File: config.mk
export PLATFORM = sky130hd
export DESIGN_NAME = sort_axil_rd_slave
export DESIGN_NICKNAME = d
export VERILOG_FILES = /design/src/rtl/sorter_axil_pkg.sv /design/src/rtl/sort_axil_rd_slave.sv
export SDC_FILE = /design/constraint.sdc
export NUM_CORES = 1
export LEC_CHECK = 0
export CORE_MARGIN = 5
export CORE_UTILIZATION = 28
export DETAILED_ROUTE_END_ITERATION = 8
export PLACE_DENSITY = 0.8
export SLEW_MARGIN = 20
export SYNTH_ARGS = -nofsm -noshare
export SYNTH_HDL_FRONTEND = slang
export SYNTH_SLANG_ARGS = --single-unit
File: constraint.sdc
create_clock -name clk -period 1.55 [get_ports clk]
set_clock_uncertainty 0.1 [all_clocks]
set_input_delay 0.2325 -clock clk [delete_from_list [all_inputs] [get_ports clk]]
set_output_delay 0.2325 -clock clk [all_outputs]
set_load 0.005 [all_outputs]
File: src/rtl/sorter_axil_pkg.sv
// Shared constants and types for the sorter AXI4-Lite peripherals.
// The read and write slaves both import this package.
package sorter_axil_pkg;

  localparam logic [1:0] RESP_OKAY   = 2'b00;
  localparam logic [1:0] RESP_SLVERR = 2'b10;

  localparam logic [7:0] VAL_ADDR  = 8'h00;
  localparam logic [7:0] IVAL_ADDR = 8'h04;
  localparam logic [7:0] STAT_ADDR = 8'h08;

  typedef enum logic [1:0] {
    ST_IDLE = 2'd0,
    ST_POP  = 2'd1,
    ST_CAPT = 2'd2,
    ST_RESP = 2'd3
  } rd_state_t;

endpackage

File: src/rtl/sort_axil_rd_slave.sv
// AXI4-Lite read slave that pops the external val/ival FIFOs of the sorter.
// Optional status register at 0x08 is enabled by defining SORT_RD_STATUS_EN.
module sort_axil_rd_slave
  import sorter_axil_pkg::*;
#(
  parameter int ADDR_W = 32,
  parameter int DATA_W = 32,
  parameter int VAL_W  = 8
) (
  input  logic              clk,
  input  logic              rst,
  input  logic [ADDR_W-1:0] ARADDR,
  input  logic              ARVALID,
  output logic              ARREADY,
  output logic [DATA_W-1:0] RDATA,
  output logic [1:0]        RRESP,
  output logic              RVALID,
  input  logic              RREADY,
  output logic              val_rd_en,
  output logic              ival_rd_en,
  input  logic [VAL_W-1:0]  val_dout,
  input  logic [VAL_W-1:0]  ival_dout,
  input  logic              val_empty,
  input  logic              ival_empty,
  input  logic              val_full,
  input  logic              ival_full,
  input  logic [7:0]        val_fifo_ctr,
  input  logic [7:0]        ival_fifo_ctr
);

  rd_state_t state_q, state_d;
  logic      sel_ival;
  logic      ar_hs;

  logic [7:0]        addr8;
  logic              is_val, is_ival;
  logic              pop_ok;
  logic [DATA_W-1:0] direct_data;
  logic [1:0]        direct_resp;
  logic [DATA_W-1:0] pop_data;

  assign addr8   = ARADDR[7:0];
  assign is_val  = (addr8 == VAL_ADDR);
  assign is_ival = (addr8 == IVAL_ADDR);
  assign pop_ok  = (is_val && !val_empty) || (is_ival && !ival_empty);

`ifdef SORT_RD_STATUS_EN
  logic [31:0] stat_word;
  assign stat_word = {ival_fifo_ctr, val_fifo_ctr, 12'h000,
                      ival_full, ival_empty, val_full, val_empty};

  logic unused_in;
  assign unused_in = ^ARADDR[ADDR_W-1:8];

  // Response for everything that does not pop: status, empty pop, unmapped
  always_comb begin
    direct_data = '0;
    direct_resp = RESP_SLVERR;
    if (addr8 == STAT_ADDR) begin
      direct_data = DATA_W'(stat_word);
      direct_resp = RESP_OKAY;
    end
  end
`else
  logic unused_in;
  assign unused_in = ^{ARADDR[ADDR_W-1:8], val_full, ival_full,
                       val_fifo_ctr, ival_fifo_ctr};

  // Response for everything that does not pop: empty pop or unmapped
  always_comb begin
    direct_data = '0;
    direct_resp = RESP_SLVERR;
  end
`endif

  // Place the popped FIFO word in the RDATA MSBs, rest zero
  always_comb begin
    pop_data = '0;
    pop_data[DATA_W-1 -: VAL_W] = sel_ival ? ival_dout : val_dout;
  end

  // State register
  always_ff @(posedge clk) begin
    if (!rst) state_q <= ST_IDLE;
    else      state_q <= state_d;
  end

  // Next-state and handshake outputs; gated by rst so nothing is driven in reset
  always_comb begin
    state_d    = state_q;
    ARREADY    = 1'b0;
    RVALID     = 1'b0;
    val_rd_en  = 1'b0;
    ival_rd_en = 1'b0;
    ar_hs      = 1'b0;
    case (state_q)
      ST_IDLE: begin
        ARREADY = rst;
        if (ARVALID && rst) begin
          ar_hs   = 1'b1;
          state_d = pop_ok ? ST_POP : ST_RESP;
        end
      end
      ST_POP: begin
        val_rd_en  = rst && !sel_ival;
        ival_rd_en = rst && sel_ival;
        state_d    = ST_CAPT;
      end
      ST_CAPT: state_d = ST_RESP;
      ST_RESP: begin
        RVALID = rst;
        if (RREADY) state_d = ST_IDLE;
      end
      default: state_d = ST_IDLE;
    endcase
  end

  // Response registers: formed at AR handshake for non-pops, captured in CAPT for pops
  always_ff @(posedge clk) begin
    if (!rst) begin
      RDATA    <= '0;
      RRESP    <= RESP_OKAY;
      sel_ival <= 1'b0;
    end else if (ar_hs) begin
      sel_ival <= is_ival;
      if (!pop_ok) begin
        RDATA <= direct_data;
        RRESP <= direct_resp;
      end
    end else if (state_q == ST_CAPT) begin
      RDATA <= pop_data;
      RRESP <= RESP_OKAY;
    end
  end

endmodule

After elaboration in Yosys (flattened, before gate mapping)
Index checks and enable logic that the tools add are counted.

operators by class
  reductions and logical operators = 14
  multiplexer cells = 17
  eq/ne operators = 7

operators with widths
  cell                                                                   count
  32-bit 2-to-1 mux                                                      3
  2-bit 2-to-1 mux                                                       6
  8-bit by 3-bit equality test with 1-bit output, second input constant  1
  8-bit zero test                                                        1
  8-bit 2-to-1 mux                                                       1
  2-bit case mux with 4 select lines                                     1
  1-bit 2-to-1 mux                                                       6
  2-bit != test, second input constant                                   3
  1-bit logical AND                                                      5
  2-bit equality test, second input constant                             2
  2-bit AND reduction                                                    2
  1-bit zero test                                                        3
  2-bit by 1-bit equality test with 1-bit output, second input constant  1
  2-bit zero test                                                        1
  2-bit nonzero test                                                     1
  1-bit logical OR                                                       1

word-level totals
  output and inout port bits = 38
  bits in registers = 37
  logic and storage cells = 42

Depth between registers and ports, before layout
  depth in word-level cells = 6
  mapped depth = 6

Worst setup path after synthesis
OpenSTA, ideal clock, no wires.

  kind = flip-flop to flip-flop
  from = register state_q[0]
  to = register RDATA[24]
  stages on the path, launching flop included = 6
  arrival = 1.241 ns
  path buffers = 0
  slack = 0.130 ns
  setup time = 0.079 ns
  required time = 1.371 ns
  path through = dfxtp_1 -> inv_1 -> ha_1 -> a31oi_1 -> nand3_1 -> o211ai_1

between the ends
  word-level cells in the longest chain between the ends = 4

RTL lines
  what                                                                  line                       source
  from (decl)                                                           sort_axil_rd_slave.sv:31   rd_state_t state_q, state_d;
  from (signal assigned)                                                sort_axil_rd_slave.sv:85   else state_q <= state_d;
  2-bit zero test                                                       sort_axil_rd_slave.sv:96   case (state_q)
  1-bit 2-to-1 mux                                                      sort_axil_rd_slave.sv:96
  2-bit != test (no source line) or 2-bit nonzero test (tied branches)  --
  2-bit AND reduction (no source line)                                  --
  to (signal assigned)                                                  sort_axil_rd_slave.sv:127  RDATA <= direct_data;
  to (signal assigned)                                                  sort_axil_rd_slave.sv:131  RDATA <= pop_data;
  to (decl)                                                             sort_axil_rd_slave.sv:15   output logic [DATA_W-1:0] RDATA,

Parallel ways exist; a longest one is shown, timed or not.
A chain may end at the register's enable or synchronous reset.

Worst setup path after layout
  from = register state_q[0]
  to = register state_q[0]

between the ends
  word-level cells in the longest chain between the ends = 3

RTL lines
  what                                                    line
  2-bit equality test or 2-bit zero test (tied branches)  sort_axil_rd_slave.sv:96
  2-bit != test (no source line)                          --
  2-bit AND reduction (no source line)                    --

Parallel ways exist; a longest one is shown, timed or not.

==> results.cfg <==
[placement]
hpwl_mm = 2.129
port_buffers = 42
place_area_um2 = 1483
gp_congestion = 0.7130
dpl.cell_count = 218

[floorplan]
ios = 110
die_x_um = 70.61
dieHeight_um = 70.61
core_area_um2 = 3606
start_util = 0.2852
rows = 22
die_area_um2 = 4985

[timing]
final.setup.tns_ns = 0
hold_violations = 0
post-route-period-util = 0.9608
drv_slew = 0
timing.fmax_mhz = 671.5
final-setup-viol-count = 0
hold_slack_ns = 0.3923
post-route-min-period_ns = 1.489

[global_routing]
grt_pass1_vias = 991
grt_max_degree = 17
antenna_found_initial = 0
grt_pass1_wl_mm = 4.347
grt_util_all_layers = 0.1058
grt_overflow = 0

[clocking]
cts.sinks = 12
root_buffer = clkbuf_8
ctsLongestPathBuffers = 2
clk_latency_ns = 0.24
numCtsBuffers = 3
htreeDepth = 1
cts_tree = built
clk_pin_slew_ns = 0.06

[synthesis]
yosysMostFrequentCell = buf_4
postSynthCellCount = 122
avgSynthCellArea_um2 = 8.430
synthTopCellsByArea = dfxtp_1, buf_4, mux2_2
synth_cell_types = 30
ys_async_sr_fraction = 0
synth_area_um2 = 1028
synth_warnings = 0
synth_area_leader_cell = dfxtp_1
ys_seq_area_frac = 0.2336
synth_edf_count = 0
synth_ff_type = dfxtp_1
yosys-top-cells-count = buf_4, dfxtp_1, nand2_1, nand3_1
synth_seq_cells = 12
synth_top_area_share = 0.2336

[finish]
stdcell_area_um2 = 1575
layout-drive-gt1-share = 0.2457
seq_area_um2 = 242.7
antenna_cells = 0
syn2layout_area_growth_pct = 53.16
stdcell_count = 223
fillers = 355
layout.nets = 253
multiInputGateArea_um2 = 684.4

[drt]
drt_pass1_iterations = 4
vias_per_cell = 4.404
drc_errors = 0
drt-initial-drc-count = 30
vias = 982
wire_per_inst_um = 11.91
routed_wl_mm = 2.657
antenna_left = 0

[outcome]
status = finished, final reports clean

[flow_run]
maxCapViolCount = 0

[worst_setup_path]
start_kind = flop
path_max_fanout = 5
cp.arrival_ns = 1.51
crit_type = flop to flop
end_kind = flop
crit_required_ns = 1.57

[power]
vdd_ir_drop_max_v = 0.0006534
finalPower_mw = 1.616
power_frac_seq = 0.268
power_density_nw_per_um2 = 1026
pwr-share-comb = 0.519
clock_power_share = 0.213
swShare = 0.3324
leakagePower_nw = 0.6242
p_int_mw = 1.079
netSwitchingPower_mw = 0.5371

[worst_hold_path]
hold_class = flop to flop
## logic make-up (layout without fill, tap and decap cells)
family,count (synthesis),in the layout,synth area share
muxes,9,9,0.09733
AOI/OAI and AO/OA,18,18,0.1290
buffers and inverters,34,63,0.2226
adders and majority gates,5,5,0.06083
DFF,12,12,0.2336
and+or+nand+nor,43,43,0.2530
other,1,25,0.003646
## layout make-up
class                           instances  share of cell area
Sequential cell                        12              0.1541
Clock buffer                            4             0.03495
Multi-Input combinational cell        100              0.4345
Timing Repair Buffer                   57              0.3320
Inverter                                2            0.006354
Tap cell                               48             0.03813
## final timing paths
| kind | start | to | slack, ns | cells after the start |
|---|---|---|---|---|
| worst min-delay path | RDATA[28] | RDATA[28] | 0.39 | 2 |
| worst max register to register | state_q[0] | state_q[0] | 0.06 | 7 |
| worst max-delay path | state_q[0] | state_q[0] | 0.06 | 7 |
| worst min register to register | RDATA[28] | RDATA[28] | 0.39 | 2 |
## per-stage QoR
step	worst slack, ns	utilization
after detailed placement	-0.2448	0.4112
after global routing	-0.01362	0.4368
after CTS	-0.004965	0.4278
final	0.06071	0.4368
after floorplan	0.1301	-
after global placement	-0.2415	0.4112
## registers in the layout (all words and copies together) (netlist names)
register and flops:
RDATA 8, state_q 2, RRESP 1, sel_ival 1
## critical path: stages, from the launching register on
cell and delay (ns):
dfxtp_2 0.34, buf_6 0.10, inv_4 0.03, ha_4 0.14, buf_6 0.11, a21bo_2 0.19
nand2_1 0.06, o311a_1 0.29
## layer usage
metal  up-vias  global-route usage  share of wire
li1        493                   -              -
met1       454              0.1276           0.41
met2        33              0.1819           0.50
met3         2             0.04403          0.083
met4         0             0.01253         0.0019
met5         -                   0              0
## power by group through the flow
stage | combinational [mW] | sequential, mW | clock (mW)
finish | 0.839 | 0.432 | 0.344
global route | 0.932 | 0.443 | 0.373
CTS | 0.767 | 0.429 | 0.356
detailed placement | 0.745 | 0.431 | 0
global placement | 0.738 | 0.429 | 0
floorplan | 0.394 | 0.431 | 0
## placed cells by master, fill, tap and decap left out, types with 2 or more instances in the layout
| master | netlist | layout |
|---|---|---|
| dfxtp_1 | 12 | 10 |
| ha_2 | 0 | 2 |
| nand2_1 | 11 | 11 |
| buf_6 | 0 | 2 |
| mux2_2 | 8 | 8 |
| conb_1 | 1 | 25 |
| nand4_1 | 9 | 9 |
| and3_1 | 3 | 2 |
| and2_1 | 2 | 2 |
| clkbuf_8 | 0 | 4 |
| nand3_1 | 11 | 11 |
| dfxtp_2 | 0 | 2 |
| dlygate4sd2_1 | 0 | 2 |
| buf_2 | 6 | 2 |
| clkdlybuf4s50_1 | 0 | 37 |
| buf_4 | 25 | 13 |
| o21ai_1 | 2 | 2 |
| ha_4 | 0 | 2 |
| o211ai_1 | 9 | 9 |
## timing repair
action / in CTS / in global routing
hold buffers: 0 / 0
setup endpoints to repair: 4 / 11
hold endpoints to repair: 0 / 0
gates resized for setup: 19 / 8
pin swaps: 1 / 4
setup buffers: 1 / 0
No activity file was read; power rests on OpenSTA's default activity.
